$ cat config.mk
export PLATFORM = sky130hd
export DESIGN_NAME = load_ext_pipe_flat
export DESIGN_NICKNAME = d
export VERILOG_FILES = /design/src/rtl/load_ext_pipe_pkg.sv /design/src/rtl/load_ext_pipe_if.sv /design/src/rtl/load_ext_pipe_lane_sel.sv /design/src/rtl/load_ext_pipe.sv /design/src/flat_wrapper.sv
export SDC_FILE = /design/constraint.sdc
export NUM_CORES = 1
export LEC_CHECK = 0
export CORE_MARGIN = 2
export CORE_UTILIZATION = 52
export CTS_BUF_LIST = sky130_fd_sc_hd__clkbuf_4 sky130_fd_sc_hd__clkbuf_8 sky130_fd_sc_hd__clkbuf_16
export DETAILED_ROUTE_END_ITERATION = 16
export PLACE_DENSITY = 0.91
export SLEW_MARGIN = 20
export SYNTH_ARGS = -nofsm -noshare
export SYNTH_HDL_FRONTEND = slang
export SYNTH_SLANG_ARGS = --single-unit
export TNS_END_PERCENT = 10
$ cat constraint.sdc
create_clock -name clk -period 3.2 [get_ports clk]
set_input_delay 0.64 -clock clk [delete_from_list [all_inputs] [get_ports clk]]
set_output_delay 0.64 -clock clk [all_outputs]
set_load 0.02 [all_outputs]
$ cat src/rtl/load_ext_pipe_pkg.sv
// Shared load-extension definitions: mode and exception encodings reused by
// the decoder, CP0 and the load extender.
package ext_pkg;

  localparam int MODE_W = 3;
  localparam int EXC_W  = 2;

  typedef enum logic [MODE_W-1:0] {
    EXT_FULL   = 3'd0,
    EXT_HALF_U = 3'd1,
    EXT_HALF_S = 3'd2,
    EXT_BYTE_U = 3'd3,
    EXT_BYTE_S = 3'd4,
    EXT_WORD_U = 3'd5,
    EXT_WORD_S = 3'd6,
    EXT_RSVD   = 3'd7
  } ext_mode_e;

  // Code 3 is left unassigned for future use.
  typedef enum logic [EXC_W-1:0] {
    EXC_NONE = 2'd0,
    EXC_ADEL = 2'd1,
    EXC_RI   = 2'd2
  } ext_exc_e;

  function automatic int unsigned off_width(input int unsigned data_w);
    return $clog2(data_w / 8);
  endfunction

endpackage

$ cat src/rtl/load_ext_pipe_if.sv
// Input/output handshake bundle of the load extender; master drives loads in
// and accepts results, slave is the extender itself.
interface load_ext_pipe_if
  import ext_pkg::*;
#(
  parameter int DATA_W = 32,
  parameter int TAG_W  = 5
);

  localparam int OFF_W = off_width(DATA_W);

  logic              flush;
  logic              in_valid;
  logic              in_ready;
  logic [DATA_W-1:0] in_data;
  logic [OFF_W-1:0]  in_addr_lo;
  logic [MODE_W-1:0] in_mode;
  logic [TAG_W-1:0]  in_tag;
  logic              out_valid;
  logic              out_ready;
  logic [DATA_W-1:0] out_data;
  logic [TAG_W-1:0]  out_tag;
  logic [EXC_W-1:0]  out_exc;

  modport master (
    output flush, in_valid, in_data, in_addr_lo, in_mode, in_tag, out_ready,
    input  in_ready, out_valid, out_data, out_tag, out_exc
  );

  modport slave (
    input  flush, in_valid, in_data, in_addr_lo, in_mode, in_tag, out_ready,
    output in_ready, out_valid, out_data, out_tag, out_exc
  );

endinterface

$ cat src/rtl/load_ext_pipe_lane_sel.sv
// Combinational lane selector: picks the addressed byte/half/word lane of the
// raw read word, extends it, and flags reserved or misaligned accesses.
module ext_lane_sel
  import ext_pkg::*;
#(
  parameter  int DATA_W = 32,
  localparam int OFF_W  = off_width(DATA_W)
) (
  input  logic [DATA_W-1:0] i_data,
  input  logic [OFF_W-1:0]  i_off,
  input  logic [MODE_W-1:0] i_mode,
  output logic [DATA_W-1:0] o_data,
  output logic [EXC_W-1:0]  o_exc
);

  localparam bit HAS_WORD = (DATA_W == 64);

  ext_mode_e         w_mode;
  logic [DATA_W-1:0] w_lane;
  logic [DATA_W-1:0] w_ext;
  logic              w_ri;
  logic              w_adel;

  assign w_mode = ext_mode_e'(i_mode);

  // Shifting by the byte offset puts every aligned lane at bit 0.
  assign w_lane = i_data >> {i_off, 3'b000};

  always_comb begin
    w_ri   = 1'b0;
    w_adel = 1'b0;
    w_ext  = '0;
    case (w_mode)
      EXT_FULL: begin
        w_adel = |i_off;
        w_ext  = i_data;
      end
      EXT_HALF_U: begin
        w_adel = i_off[0];
        w_ext  = DATA_W'(w_lane[15:0]);
      end
      EXT_HALF_S: begin
        w_adel = i_off[0];
        w_ext  = DATA_W'($signed(w_lane[15:0]));
      end
      EXT_BYTE_U: begin
        w_ext  = DATA_W'(w_lane[7:0]);
      end
      EXT_BYTE_S: begin
        w_ext  = DATA_W'($signed(w_lane[7:0]));
      end
      EXT_WORD_U: begin
        w_ri   = !HAS_WORD;
        w_adel = |i_off[1:0];
        w_ext  = DATA_W'(w_lane[31:0]);
      end
      EXT_WORD_S: begin
        w_ri   = !HAS_WORD;
        w_adel = |i_off[1:0];
        w_ext  = DATA_W'($signed(w_lane[31:0]));
      end
      default: begin
        w_ri   = 1'b1;
      end
    endcase
  end

  always_comb begin
    o_data = '0;
    o_exc  = EXC_NONE;
    if (w_ri) begin
      o_exc = EXC_RI;
    end else if (w_adel) begin
      o_exc = EXC_ADEL;
    end else begin
      o_data = w_ext;
    end
  end

endmodule

$ cat src/rtl/load_ext_pipe.sv
// Load-data extender with a registered two-entry skid output stage between
// the data-memory read port and the W-stage write path.
module load_ext_pipe
  import ext_pkg::*;
#(
  parameter int DATA_W = 32,
  parameter int TAG_W  = 5
) (
  input logic            clk,
  input logic            reset,
  load_ext_pipe_if.slave bus
);

  logic [DATA_W-1:0] w_ext_data;
  logic [EXC_W-1:0]  w_ext_exc;
  logic              w_push;
  logic              w_pop;

  logic              r_main_valid;
  logic [DATA_W-1:0] r_main_data;
  logic [TAG_W-1:0]  r_main_tag;
  logic [EXC_W-1:0]  r_main_exc;
  logic              r_skid_valid;
  logic [DATA_W-1:0] r_skid_data;
  logic [TAG_W-1:0]  r_skid_tag;
  logic [EXC_W-1:0]  r_skid_exc;
  logic              r_in_ready;

  ext_lane_sel #(
    .DATA_W (DATA_W)
  ) u_lane_sel (
    .i_data (bus.in_data),
    .i_off  (bus.in_addr_lo),
    .i_mode (bus.in_mode),
    .o_data (w_ext_data),
    .o_exc  (w_ext_exc)
  );

  assign w_pop  = r_main_valid & bus.out_ready;
  assign w_push = bus.in_valid & bus.in_ready;

  // r_in_ready mirrors !r_skid_valid, so in_ready never depends on out_ready.
  always_ff @(posedge clk) begin
    if (reset) begin
      r_main_valid <= 1'b0;
      r_skid_valid <= 1'b0;
      r_in_ready   <= 1'b1;
      r_main_data  <= '0;
      r_main_tag   <= '0;
      r_main_exc   <= '0;
    end else if (bus.flush) begin
      r_main_valid <= 1'b0;
      r_skid_valid <= 1'b0;
      r_in_ready   <= 1'b1;
    end else if (r_skid_valid) begin
      if (w_pop) begin
        r_main_data  <= r_skid_data;
        r_main_tag   <= r_skid_tag;
        r_main_exc   <= r_skid_exc;
        r_skid_valid <= 1'b0;
        r_in_ready   <= 1'b1;
      end
    end else if (w_push) begin
      if (!r_main_valid || w_pop) begin
        r_main_valid <= 1'b1;
        r_main_data  <= w_ext_data;
        r_main_tag   <= bus.in_tag;
        r_main_exc   <= w_ext_exc;
      end else begin
        r_skid_valid <= 1'b1;
        r_skid_data  <= w_ext_data;
        r_skid_tag   <= bus.in_tag;
        r_skid_exc   <= w_ext_exc;
        r_in_ready   <= 1'b0;
      end
    end else if (w_pop) begin
      r_main_valid <= 1'b0;
    end
  end

  assign bus.in_ready  = r_in_ready & ~reset;
  assign bus.out_valid = r_main_valid;
  assign bus.out_data  = r_main_data;
  assign bus.out_tag   = r_main_tag;
  assign bus.out_exc   = r_main_exc;

endmodule

$ cat src/flat_wrapper.sv
// flat-port wrapper written by rule: the top's interface ports become plain ports
module load_ext_pipe_flat import ext_pkg::*;
#(
  parameter int DATA_W = 32,
  parameter int TAG_W  = 5
)
  (clk, reset, bus_flush, bus_in_valid, bus_in_data, bus_in_addr_lo, bus_in_mode, bus_in_tag, bus_out_ready, bus_in_ready, bus_out_valid, bus_out_data, bus_out_tag, bus_out_exc);
  load_ext_pipe_if #(.DATA_W(DATA_W), .TAG_W(TAG_W)) bus_i ();
  input logic clk;
  input logic reset;
  input wire logic [$bits(bus_i.flush)-1:0] bus_flush;
  input wire logic [$bits(bus_i.in_valid)-1:0] bus_in_valid;
  input wire logic [$bits(bus_i.in_data)-1:0] bus_in_data;
  input wire logic [$bits(bus_i.in_addr_lo)-1:0] bus_in_addr_lo;
  input wire logic [$bits(bus_i.in_mode)-1:0] bus_in_mode;
  input wire logic [$bits(bus_i.in_tag)-1:0] bus_in_tag;
  input wire logic [$bits(bus_i.out_ready)-1:0] bus_out_ready;
  output wire logic [$bits(bus_i.in_ready)-1:0] bus_in_ready;
  output wire logic [$bits(bus_i.out_valid)-1:0] bus_out_valid;
  output wire logic [$bits(bus_i.out_data)-1:0] bus_out_data;
  output wire logic [$bits(bus_i.out_tag)-1:0] bus_out_tag;
  output wire logic [$bits(bus_i.out_exc)-1:0] bus_out_exc;
  assign bus_i.flush = bus_flush;
  assign bus_i.in_valid = bus_in_valid;
  assign bus_i.in_data = bus_in_data;
  assign bus_i.in_addr_lo = bus_in_addr_lo;
  assign bus_i.in_mode = bus_in_mode;
  assign bus_i.in_tag = bus_in_tag;
  assign bus_i.out_ready = bus_out_ready;
  assign bus_in_ready = bus_i.in_ready;
  assign bus_out_valid = bus_i.out_valid;
  assign bus_out_data = bus_i.out_data;
  assign bus_out_tag = bus_i.out_tag;
  assign bus_out_exc = bus_i.out_exc;
  load_ext_pipe #(.DATA_W(DATA_W), .TAG_W(TAG_W)) u_core (.clk(clk), .reset(reset), .bus(bus_i));
endmodule
; Word level (Yosys, flattened, before mapping)
; Cells that the tools add are included.
[classes]
eq_ne = 9
n_shift = 1
muxes = 29
bitwise_logic = 7
reduce_logical = 16
[ops]
columns = operator, n
row1 = 32-bit two-way mux, 6
row2 = 32-bit case mux with 6 select lines, 1
row3 = 32-bit by 5-bit >> shifter with 32-bit output, 1
row4 = 5-bit two-way mux, 4
row5 = 1-bit two-way mux, 12
row6 = 2-bit two-way mux, 5
row7 = "3-bit equality test, second input constant", 3
row8 = 2-bit OR reduction, 4
row9 = "3-bit by 2-bit equality test with 1-bit output, second input constant", 2
row10 = 3-bit AND reduction, 2
row11 = 2-bit nonzero test, 3
row12 = 5-bit AND reduction, 1
row13 = 5-bit OR reduction, 1
row14 = "2-bit by 1-bit != test with 1-bit output, second input constant", 2
row15 = 1-bit NOT, 4
row16 = 4-bit AND reduction, 1
row17 = 1-bit bitwise AND, 3
row18 = "3-bit by 1-bit equality test with 1-bit output, second input constant", 1
row19 = 3-bit logical NOT, 1
row20 = 3-bit OR reduction, 1
row21 = "2-bit != test, second input constant", 1
row22 = 1-bit case mux with 2 select lines, 1
row23 = 1-bit logical NOT, 1
row24 = 1-bit logical OR, 1
[totals]
reg_bits = 81
inputBits = 47
output_inout_bits = 41
wordCells = 71

; Depth between registers and ports, before layout
; Gate-level depths: netlist (run 1).
[logic_depth]
ltp_word = 8
ltp_mapped = 8
ltp_nobuf = 5

; Modules after synthesis
; From an unflattened synthesis (run 1), not the netlist that was laid out.
[hier_totals]
cells_unflattened = 436
hier_area_um2 = 4523.1
[by_module_without_submodules]
columns = mod, instances, cells_per_inst, area_per_inst_um2
row1 = load_ext_pipe, 1, 271, 3480.8
row2 = ext_lane_sel, 1, 165, 1042.2

; Worst setup path after synthesis (run 1)
; OpenSTA, ideal clock, no wires.
[synth_timing]
path_type = input to register
start = in reset
end = reg u_core.r_skid_data[0], enable pin
t_arrival_ns = 2.087
required_ns = 2.800
slack_ns = 0.713
path_stages = 4
cell_sequence = buf_2 nand4bb_4 inv_1 and3_1
[synth_via]
elab_chain_cells = 4
[synth_rtl]
columns = element, line
row1 = "start, declared", flat_wrapper.sv:10  ; input logic reset;
row2 = 1-bit NOT (no line) (*), --
row3 = 1-bit bitwise AND, load_ext_pipe.sv:81  ; assign bus.in_ready = r_in_ready & ~reset;
row4 = 1-bit bitwise AND, load_ext_pipe.sv:40  ; assign w_push = bus.in_valid & bus.in_ready;
row5 = 5-bit AND reduction (no line) (*), --
row6 = "end signal, assigned", load_ext_pipe.sv:71  ; r_skid_data <= w_ext_data;
row7 = "end, declared", load_ext_pipe.sv:24  ; logic [DATA_W-1:0] r_skid_data;
; Every way passes the cells marked *; elsewhere a longest branch is shown, timed or not.
; A chain may end at the register's enable or synchronous reset.

; Final worst setup path (run 1)
[layout_timing]
start = in bus_in_mode[0]
end = reg u_core.r_main_data[12] (netlist: u_core.bus.out_data[12])
[layout_via]
elab_chain_cells = 8
elab_cells_between_ends = 18
classes_between = eq/ne: 6 / mux: 7 / reduce/logical: 5
[layout_rtl]
columns = element, line
row1 = "start, declared", flat_wrapper.sv:15  ; input wire logic [$bits(bus_i.in_mode)-1:0] bus_in_mode;
row2 = "3-bit equality test, or another cell as far along", load_ext_pipe_lane_sel.sv:33  ; case (w_mode)
row3 = 2-bit OR reduction (no line) or 3-bit OR reduction (tied branches), --
row4 = 32-bit case mux with 6 select lines or 1-bit case mux with 2 select lines (tied branches), load_ext_pipe_lane_sel.sv:33
row5 = 32-bit two-way mux, load_ext_pipe_lane_sel.sv:73  ; end else if (w_adel) begin
row6 = 32-bit two-way mux (*), load_ext_pipe_lane_sel.sv:71  ; if (w_ri) begin
row7 = 32-bit two-way mux (*), load_ext_pipe.sv:64  ; if (!r_main_valid || w_pop) begin
row8 = 32-bit two-way mux (*), load_ext_pipe.sv:63  ; end else if (w_push) begin
row9 = 32-bit two-way mux (*), load_ext_pipe.sv:55  ; end else if (r_skid_valid) begin
row10 = "end signal, assigned", load_ext_pipe.sv:57  ; r_main_data <= r_skid_data;
row11 = "end signal, assigned", load_ext_pipe.sv:66  ; r_main_data <= w_ext_data;
row12 = "end, declared", load_ext_pipe.sv:20  ; logic [DATA_W-1:0] r_main_data;
; Every way passes the cells marked *; elsewhere a longest branch is shown, timed or not. The select of a mux whose other input is x is not followed.

==> results.ini, run 1 <==
[synthesis]
synth_nets=486
ys_warn_count=0
avgSynthCellArea_um2=9.79
synth-compound-area-share_pct=26.9
synth.distinct_cells=63
synth_ff_type=dfxtp_1
synthSimpleGateAreaFrac_pct=15.8
async_reset_ff_share_pct=0
netlist_area_um2=4300
synth_edf_count=39
syn_inst=439
synth_top_family_by_area=compound AO/OA/AOI/OAI gates
yosys.area_share.adder_pct=0
muxShareOfSynthArea_pct=4.74
synth_seq_cells=81
synth_xor_area_share_pct=0
synth-seq-area-share_pct=46.8

[run_status]
outcome=complete, no violations

[route]
top_layer=met4
drt_iter0_markers=543
viasPerCell=6.56
m1WireLength_um=5030
met3WireLength_um=1170
wl_met2_um=6330
ant_nets=0
avgRoutedWirePerCell_um=20.7
drt_wl_total_um=13000
dr.pass1.iters=5
num_vias=4125
drc=0

[clock_tree]
path_clk_slew_ns=0.09
ctsResizeCount=0
cts_root_buf=clkbuf_8
clkLatencyLatePin_ns=0.36
cts_sinks=81
cts_hold_buf=0
cts_tree=done
clock_path_buffers=2
post_cts_buffers=0
cts_htree_levels=3
numCtsBuffers=9

[worst_setup_path]
cpPeakStageDelay_ns=0.79
cp_slowest_cell=clkdlybuf4s50_1
rrSetupSlack_ns=1.04
end_kind=register
crit_buf_inv=1
timing.setup.critical_path_class=primary input to register
path_cells=clkdlybuf4s50_1, nor2b_1, o21bai_1, o221a_2, nand3_1, o22ai_1
arrival_ns=3.13
crit_required_ns=3.46
r2r_end=u_core.bus.out_data[12]
r2r-start=u_core.r_skid_valid
path_max_fanout=15
crit_path_start_kind=primary input
r2r_cells=5
path_delay_family=compound AO/OA/AOI/OAI gates

[power]
p_seq_share_pct=45.8
peakVddDrop_v=0.000237
p_clk_share_pct=36.0
intPower_mw=1.76
sw_frac_of_total_pct=28.3
combinationalPowerShare_pct=18.3
p_leak_nw=1.87
p_switching_mw=0.695
p_per_area_nw_per_um2=447

[layout]
syn2layout_area_growth_pct=27.9
fillers=606
final_common_cell=clkdlybuf4s50_1
antenna_cells=0
finalNetCount=566
multi_input_area_um2=2050
drive_above_1_share_pct=11.1
layout_common_cells=clkdlybuf4s50_1, dfxtp_1, edfxtp_1
layout.cells.non_filler=629
final_util_pct=67.6
design_area_um2=5500
register_area_um2=2010

[die]
coreArea_um2=8130
die_y_um=94.9
start_util_pct=52.9
dieArea_um2=9010
num_io_pins=88
num_rows=33
die_w_um=94.9

[sta]
rsz0062_at_grt=no
max_freq_ghz=0.348
hold_viol=0
slew_viol_final=0
max_slew_margin_pct=56.8
final.setup.tns_ns=0
fin_hold_ws_ns=0.496
timing.final.crit_share_pct=89.7
tightestPinTransition_ns=0.643
period_minus_slack_ns=2.87
fin_skew_ns=0.0156
setup_viol=0

[hold_path]
hp-start=u_core.r_skid_data[14]
min_path_type=register to register
holdPathStages=2
whs_endpoint=u_core.bus.out_data[14]

[global_routing]
grt.overflow.total=0
grt_antenna_before_repair=0
grt_max_degree=40
first_global_vias=3927
track_usage_pct=30.0
grt_pass1_wl_um=20500

[placed_design]
numPortBuffers=87
place_area_um2=5260
dp_hpwl_um=9120
dp.cells=613
gp_congestion=0.940

[job]
max-cap-violations=0

state kept, by name (all words and copies together), names as in the netlist:
signal,count
u_core.bus.out_data,32
u_core.bus.out_exc,2
u_core.bus.out_tag,5
u_core.bus.out_valid,1
u_core.r_in_ready,1
u_core.r_skid_data,32
u_core.r_skid_exc,2
u_core.r_skid_tag,5
u_core.r_skid_valid,1
power by group through the flow:
| stage | combinational [mW] | clock, mW | sequential [mW] |
|---|---|---|---|
| CTS | 0.440 | 0.882 | 1.12 |
| finish | 0.448 | 0.884 | 1.12 |
| global route | 0.480 | 0.921 | 1.13 |
| floorplan | 0.223 | 0 | 1.17 |
| global placement | 0.427 | 0 | 1.15 |
| detailed placement | 0.436 | 0 | 1.15 |
how the worst max path moves through the flow:
stage | from | end | depth (start not counted)
floorplan | reset | u_core.r_skid_data[0] | 4
global placement | bus_in_mode[0] | u_core.bus.out_data[9] | 6
detailed placement | bus_in_mode[0] | u_core.bus.out_data[12] | 6
CTS | bus_in_mode[0] | u_core.bus.out_data[12] | 6
global route | bus_in_mode[0] | u_core.bus.out_data[9] | 6
finish | bus_in_mode[0] | u_core.bus.out_data[12] | 6
layout make-up:
class / instances / area share [%]
clock inverter: 7 / 1.98
tap: 105 / 2.39
sequential: 81 / 36.6
multi-input combinational: 311 / 37.4
clock buffer: 9 / 2.25
timing repair buffer: 106 / 18.7
inverter: 10 / 0.728
logic make-up (layout without fill, tap and decap cells):
family	after synthesis	after routing
AO/OA/AOI/OAI	164	164
buffers and inverters	47	132
flip-flops	81	81
multiplexers	16	16
AND/OR/NAND/NOR	131	131
cells in the mapped netlist (2+ instances only):
master,number,area [um^2]
a22oi_2,2,25.0
o21bai_1,2,15.0
and2_1,2,12.5
a22oi_1,24,180
nand4b_1,2,17.5
a32oi_1,7,61.3
buf_2,15,75.1
clkbuf_1,12,45.0
a21oi_1,37,185
buf_6,4,45.0
nand2b_1,7,43.8
a211oi_1,11,82.6
nor3_1,6,30.0
nor2_1,36,135
a2bb2oi_1,4,35.0
mux2i_1,11,110
o21ai_0,18,90.1
mux4_2,3,67.6
inv_1,9,33.8
and3_1,9,56.3
a211o_1,2,17.5
nand2_1,36,135
o32ai_1,3,26.3
edfxtp_1,39,1170
and2b_1,2,15.0
a31oi_1,16,100
o221ai_1,8,70.1
o22ai_1,13,81.3
nand3_1,3,15.0
buf_4,5,37.5
dfxtp_1,42,841
a221oi_1,4,35.0
nor2b_1,13,81.3
nor4_1,3,18.8
worst register-to-register path, delay by kind of cell, from the launching register on:
kind | cells | cell delay, ns
buf+inv | 2 | 0.47
compound gates | 2 | 0.78
flops | 1 | 0.33
simple gates | 1 | 0.49
metal layers:
metal / up-vias / track usage (%)
met5: - / 0
met4: 0 / 13.3
met3: 46 / 4.47
met2: 269 / 49.2
met1: 1954 / 39.5
li1: 1856 / -
through the flow:
step / power [mW] / setup slack [ns]
floorplan: 1.40 / 0.713
global placement: 1.57 / 0.251
detailed placement: 1.58 / 0.120
CTS: 2.45 / 0.385
global route: 2.53 / 0.184
finish: 2.46 / 0.330
Note: power is estimated with default switching activity, not from simulation.
==> inputs of run 2 (changes only) <==
==> constraint.sdc (replaced) <==
create_clock -name clk -period 3.3 [get_ports clk]
set_input_delay 0.66 -clock clk [delete_from_list [all_inputs] [get_ports clk]]
set_output_delay 0.66 -clock clk [all_outputs]
set_load 0.02 [all_outputs]
==> run 2 against run 1 <==
  * Utilization shrank 0.49 points
  * Wire length shrank 1.1%
  * Critical path depth is the same
  * Clock power shrank 15%
  * Final cell count shrank 0.16%
  * Clock skew shrank 0.0071 ns
  * Power shrank 7.4%
  * Register-to-register slack lost 0.28 ns
==> results.ini, run 2 (synthesized netlist as in run 1, its figures left out) <==
[placed_design]
place_ws_ns=0.322
numPortBuffers=87
dp_hpwl_um=9230
place_area_um2=5260
gp_congestion=0.958
dp.cells=612

[route]
avgRoutedWirePerCell_um=20.5
num_vias=4088
m1WireLength_um=4940
wl_met2_um=6310
ant_nets=0
met3WireLength_um=1230
top_layer=met4
drt_wl_total_um=12900
dr.pass1.iters=6
viasPerCell=6.51
drt_iter0_markers=461
drc=0

[sta]
period_minus_slack_ns=2.66
timing.final.crit_share_pct=80.6
final.setup.tns_ns=0
slew_viol_final=0
max_freq_ghz=0.376
hold_viol=0
max_slew_margin_pct=49.7
setup_viol=0
worst_slack_ns=0.639
tightestPinTransition_ns=0.755
fin_skew_ns=0.00848
rsz0062_at_grt=no

[worst_setup_path]
path_max_fanout=17
crit_path_start_kind=primary input
end_kind=register
arrival_ns=2.86
crit_required_ns=3.50
timing.setup.critical_path_class=primary input to register

[clock_tree]
cts_sinks=81
cts_htree_levels=3
cts_tree=done
path_clk_slew_ns=0.09
clkLatencyLatePin_ns=0.36
numCtsBuffers=9
clock_path_buffers=2
cts_hold_buf=0
cts_root_buf=clkbuf_8
post_cts_buffers=0
ctsResizeCount=0

[die]
dieArea_um2=9010
die_y_um=94.9
num_io_pins=88
num_rows=33
die_w_um=94.9
coreArea_um2=8130
start_util_pct=52.9

[layout]
syn2layout_area_growth_pct=26.9
fillers=630
finalNetCount=565
design_area_um2=5460
antenna_cells=0
layout.cells.non_filler=628
drive_above_1_share_pct=10.7
final_common_cell=clkdlybuf4s50_1
layout_common_cells=clkdlybuf4s50_1, dfxtp_1, edfxtp_1

[job]
max-cap-violations=0

[power]
peakVddDrop_v=0.000192
p_leak_nw=1.86
p_per_area_nw_per_um2=417

[global_routing]
track_usage_pct=29.6
grt.overflow.total=0
grt_antenna_before_repair=0
grt_max_degree=40
first_global_vias=4000
grt_pass1_wl_um=20300

[run_status]
outcome=complete, no violations

[hold_path]
min_path_type=register to register

==> run 2: power by group <==
group / internal (mW) / switching (mW) / total [mW]
Combinational: 0.187 / 0.246 / 0.433
Sequential: 1.08 / 0.0141 / 1.09
Clock: 0.359 / 0.393 / 0.752
Total: 1.62 / 0.653 / 2.28
==> run 2: per-stage QoR <==
| step | hold slack [ns] | total power [mW] | util [%] |
|---|---|---|---|
| floorplan | 0.455 | 1.35 | - |
| global placement | 0.460 | 1.52 | 64.6 |
| detailed placement | 0.486 | 1.54 | 64.6 |
| CTS | 0.506 | 2.27 | 67.1 |
| global route | 0.540 | 2.35 | 67.1 |
| finish | 0.504 | 2.28 | 67.1 |
==> run 2: worst paths after layout <==
path / start / end / slack [ns] / depth (start not counted)
max: bus_in_addr_lo[1] / u_core.r_skid_data[18] / 0.64 / 6
min: u_core.bus.out_tag[3] / u_core.bus.out_tag[3] / 0.50 / 2
max reg2reg: u_core.r_skid_valid / u_core.bus.out_data[11] / 0.76 / 4
min reg2reg: u_core.bus.out_tag[3] / u_core.bus.out_tag[3] / 0.50 / 2
==> run 2: final cells by class <==
type / instances / area, um^2 / area share (%)
Multi-Input combinational cell: 311 / 2050 / 37.7
Sequential cell: 81 / 2010 / 36.9
Timing Repair Buffer: 105 / 1020 / 18.7
Tap cell: 105 / 131 / 2.41
Clock buffer: 9 / 124 / 2.27
Clock inverter: 7 / 76.3 / 1.40
Inverter: 10 / 40.0 / 0.734
==> run 2: layer usage <==
layer,global-route usage (%),up-vias
met1,38.4,1922
met4,11.8,0
li1,-,1849
met5,0,-
met3,5.27,35
met2,49.0,282
==> run 2: critical path, stage by stage <==
cell             delay, ns
clkdlybuf4s50_1       0.49
buf_4                 0.25
or3_1                 0.34
o22ai_2               0.57
a22oi_1               0.31
a21oi_1               0.24
==> inputs of run 3 (changes only) <==
--- a/config.mk
+++ b/config.mk
@@ -6,10 +6,10 @@
 export NUM_CORES = 1
 export LEC_CHECK = 0
 export CORE_MARGIN = 2
-export CORE_UTILIZATION = 52
+export CORE_UTILIZATION = 47
 export CTS_BUF_LIST = sky130_fd_sc_hd__clkbuf_4 sky130_fd_sc_hd__clkbuf_8 sky130_fd_sc_hd__clkbuf_16
 export DETAILED_ROUTE_END_ITERATION = 16
-export PLACE_DENSITY = 0.91
+export PLACE_DENSITY = 0.87
 export SLEW_MARGIN = 20
 export SYNTH_ARGS = -nofsm -noshare
 export SYNTH_HDL_FRONTEND = slang
==> constraint.sdc (replaced) <==
create_clock -name clk -period 2.27 [get_ports clk]
set_input_delay 0.454 -clock clk [delete_from_list [all_inputs] [get_ports clk]]
set_output_delay 0.454 -clock clk [all_outputs]
set_load 0.02 [all_outputs]
==> run 3 against run 2 <==
  * Non-clock buffer count up 60
  * Via count is 5.2% higher
  * Flip-flop and latch count unchanged
  * Critical path depth fell by 3
  * Setup slack worse by 0.48 ns
==> results.ini, run 3 (synthesized netlist as in run 1, its figures left out) <==
[hold_path]
whs_endpoint=u_core.bus.out_data[9]
hp-start=u_core.bus.out_data[9]
holdPathStages=2
min_path_type=register to register

[die]
num_io_pins=88
start_util_pct=48.8
dieArea_um2=9930
coreArea_um2=8810
num_rows=34
die_w_um=99.6
die_y_um=99.6

[global_routing]
grt_antenna_before_repair=0
first_global_vias=4118
track_usage_pct=27.5
grt_pass1_wl_um=21300
grt_max_degree=34
grt.overflow.total=0

[power]
p_per_area_nw_per_um2=553
p_total_mw=3.30
p_switching_mw=0.972
p_clk_share_pct=29.7
combinationalPowerShare_pct=22.3
p_seq_share_pct=48.0
intPower_mw=2.33
peakVddDrop_v=0.000343
p_leak_nw=2.17
sw_frac_of_total_pct=29.4

[worst_setup_path]
arrival_ns=1.66
end_kind=primary output
r2r_end=u_core.bus.out_tag[2]
r2r-start=u_core.r_skid_valid
startpoint=reset
r2r_cells=6
timing.setup.critical_path_class=primary input to primary output
rrSetupSlack_ns=0.41
crit_required_ns=1.82
path_max_fanout=3
crit_path_start_kind=primary input

[placed_design]
dp.cells=675
place_ws_ns=-0.328
gp_congestion=0.918
dp_hpwl_um=10400
numPortBuffers=87

[sta]
worst_slack_ns=0.158
rsz0062_at_grt=no
max_slew_margin_pct=46.4
tightestPinTransition_ns=0.798
slew_viol_final=0
hold_viol=0
timing.final.crit_share_pct=93.0
max_freq_ghz=0.474
setup_viol=0
fin_skew_ns=0.00991
period_minus_slack_ns=2.11

[layout]
final_common_cell=clkdlybuf4s50_1
antenna_cells=0
syn2layout_area_growth_pct=39.0
finalNetCount=625
fillers=648
layout_common_cells=clkdlybuf4s50_1, buf_4, dfxtp_1
layout.cells.non_filler=691
drive_above_1_share_pct=20.4

[clock_tree]
post_cts_buffers=0
cts_htree_levels=3
path_clk_slew_ns=0.08
cts_root_buf=clkbuf_8
clkLatencyLatePin_ns=0.35
cts_tree=done
clock_path_buffers=2
cts_sinks=81
numCtsBuffers=9

[route]
avgRoutedWirePerCell_um=19.8
drt_iter0_markers=439
drt_wl_total_um=13700
num_vias=4301
drc=0
dr.pass1.iters=5
viasPerCell=6.22
ant_nets=0

[run_status]
outcome=complete, no violations

[job]
max-cap-violations=0

## run 3: worst max-delay path, stage by stage
cell             delay (ns)
clkdlybuf4s50_1        0.46
nor2b_1                0.13
clkdlybuf4s50_1        0.61
## run 3: worst max-delay path by stage
stage | slack (ns) | cells past startpoint | to
finish | 0.16 | 3 | bus_in_ready
global route | 0.08 | 9 | u_core.bus.out_data[16]
CTS | 0.02 | 6 | u_core.r_skid_data[12]
detailed placement | -0.33 | 6 | u_core.r_skid_data[12]
global placement | -0.30 | 6 | u_core.r_skid_data[12]
floorplan | 0.38 | 4 | u_core.r_skid_data[0]
## run 3: routing by layer
metal / vias to the layer above / track usage, % / share of wire (%)
met1: 2036 / 34.6 / 39
met4: 0 / 9.48 / 3.5
met5: - / 0 / 0
met3: 49 / 6.04 / 8.7
li1: 1968 / - / -
met2: 248 / 46.7 / 49
## run 3: cell type report
type | count | area (um^2) | area share, %
well taps | 108 | 135 | 2.26
multi-input cells | 311 | 2060 | 34.5
clock buffers | 9 | 124 | 2.07
repair buffers | 165 | 1550 | 25.9
flip-flops and latches | 81 | 2010 | 33.7
inverters | 10 | 40.0 | 0.670
clock inverters | 7 | 55.1 | 0.921
## run 3: stage by stage
| step | hold slack, ns | cell area [um^2] | utilization (%) | TNS, ns |
|---|---|---|---|---|
| after floorplan | 0.455 | 4300 | - | 0 |
| after global placement | 0.477 | 5790 | 65.7 | -7.74 |
| after detailed placement | 0.474 | 5790 | 65.7 | -10.55 |
| after CTS | 0.503 | 5970 | 67.7 | 0 |
| after global routing | 0.522 | 5970 | 67.8 | 0 |
| final | 0.502 | 5970 | 67.8 | 0 |
## run 3: power groups by stage
stage | sequential [mW] | combinational [mW] | clock (mW)
after detailed placement | 1.62 | 0.722 | 0
after CTS | 1.58 | 0.726 | 0.983
after global routing | 1.59 | 0.782 | 1.05
after floorplan | 1.65 | 0.314 | 0
after global placement | 1.62 | 0.703 | 0
final | 1.58 | 0.736 | 0.981
## run 3: repair_timing
action                                  in CTS  in global routing
endpoints found under the hold margin        0                  0
gates resized for setup                      0                  2
hold buffers                                 0                  0
endpoints found under the setup margin       0                  4
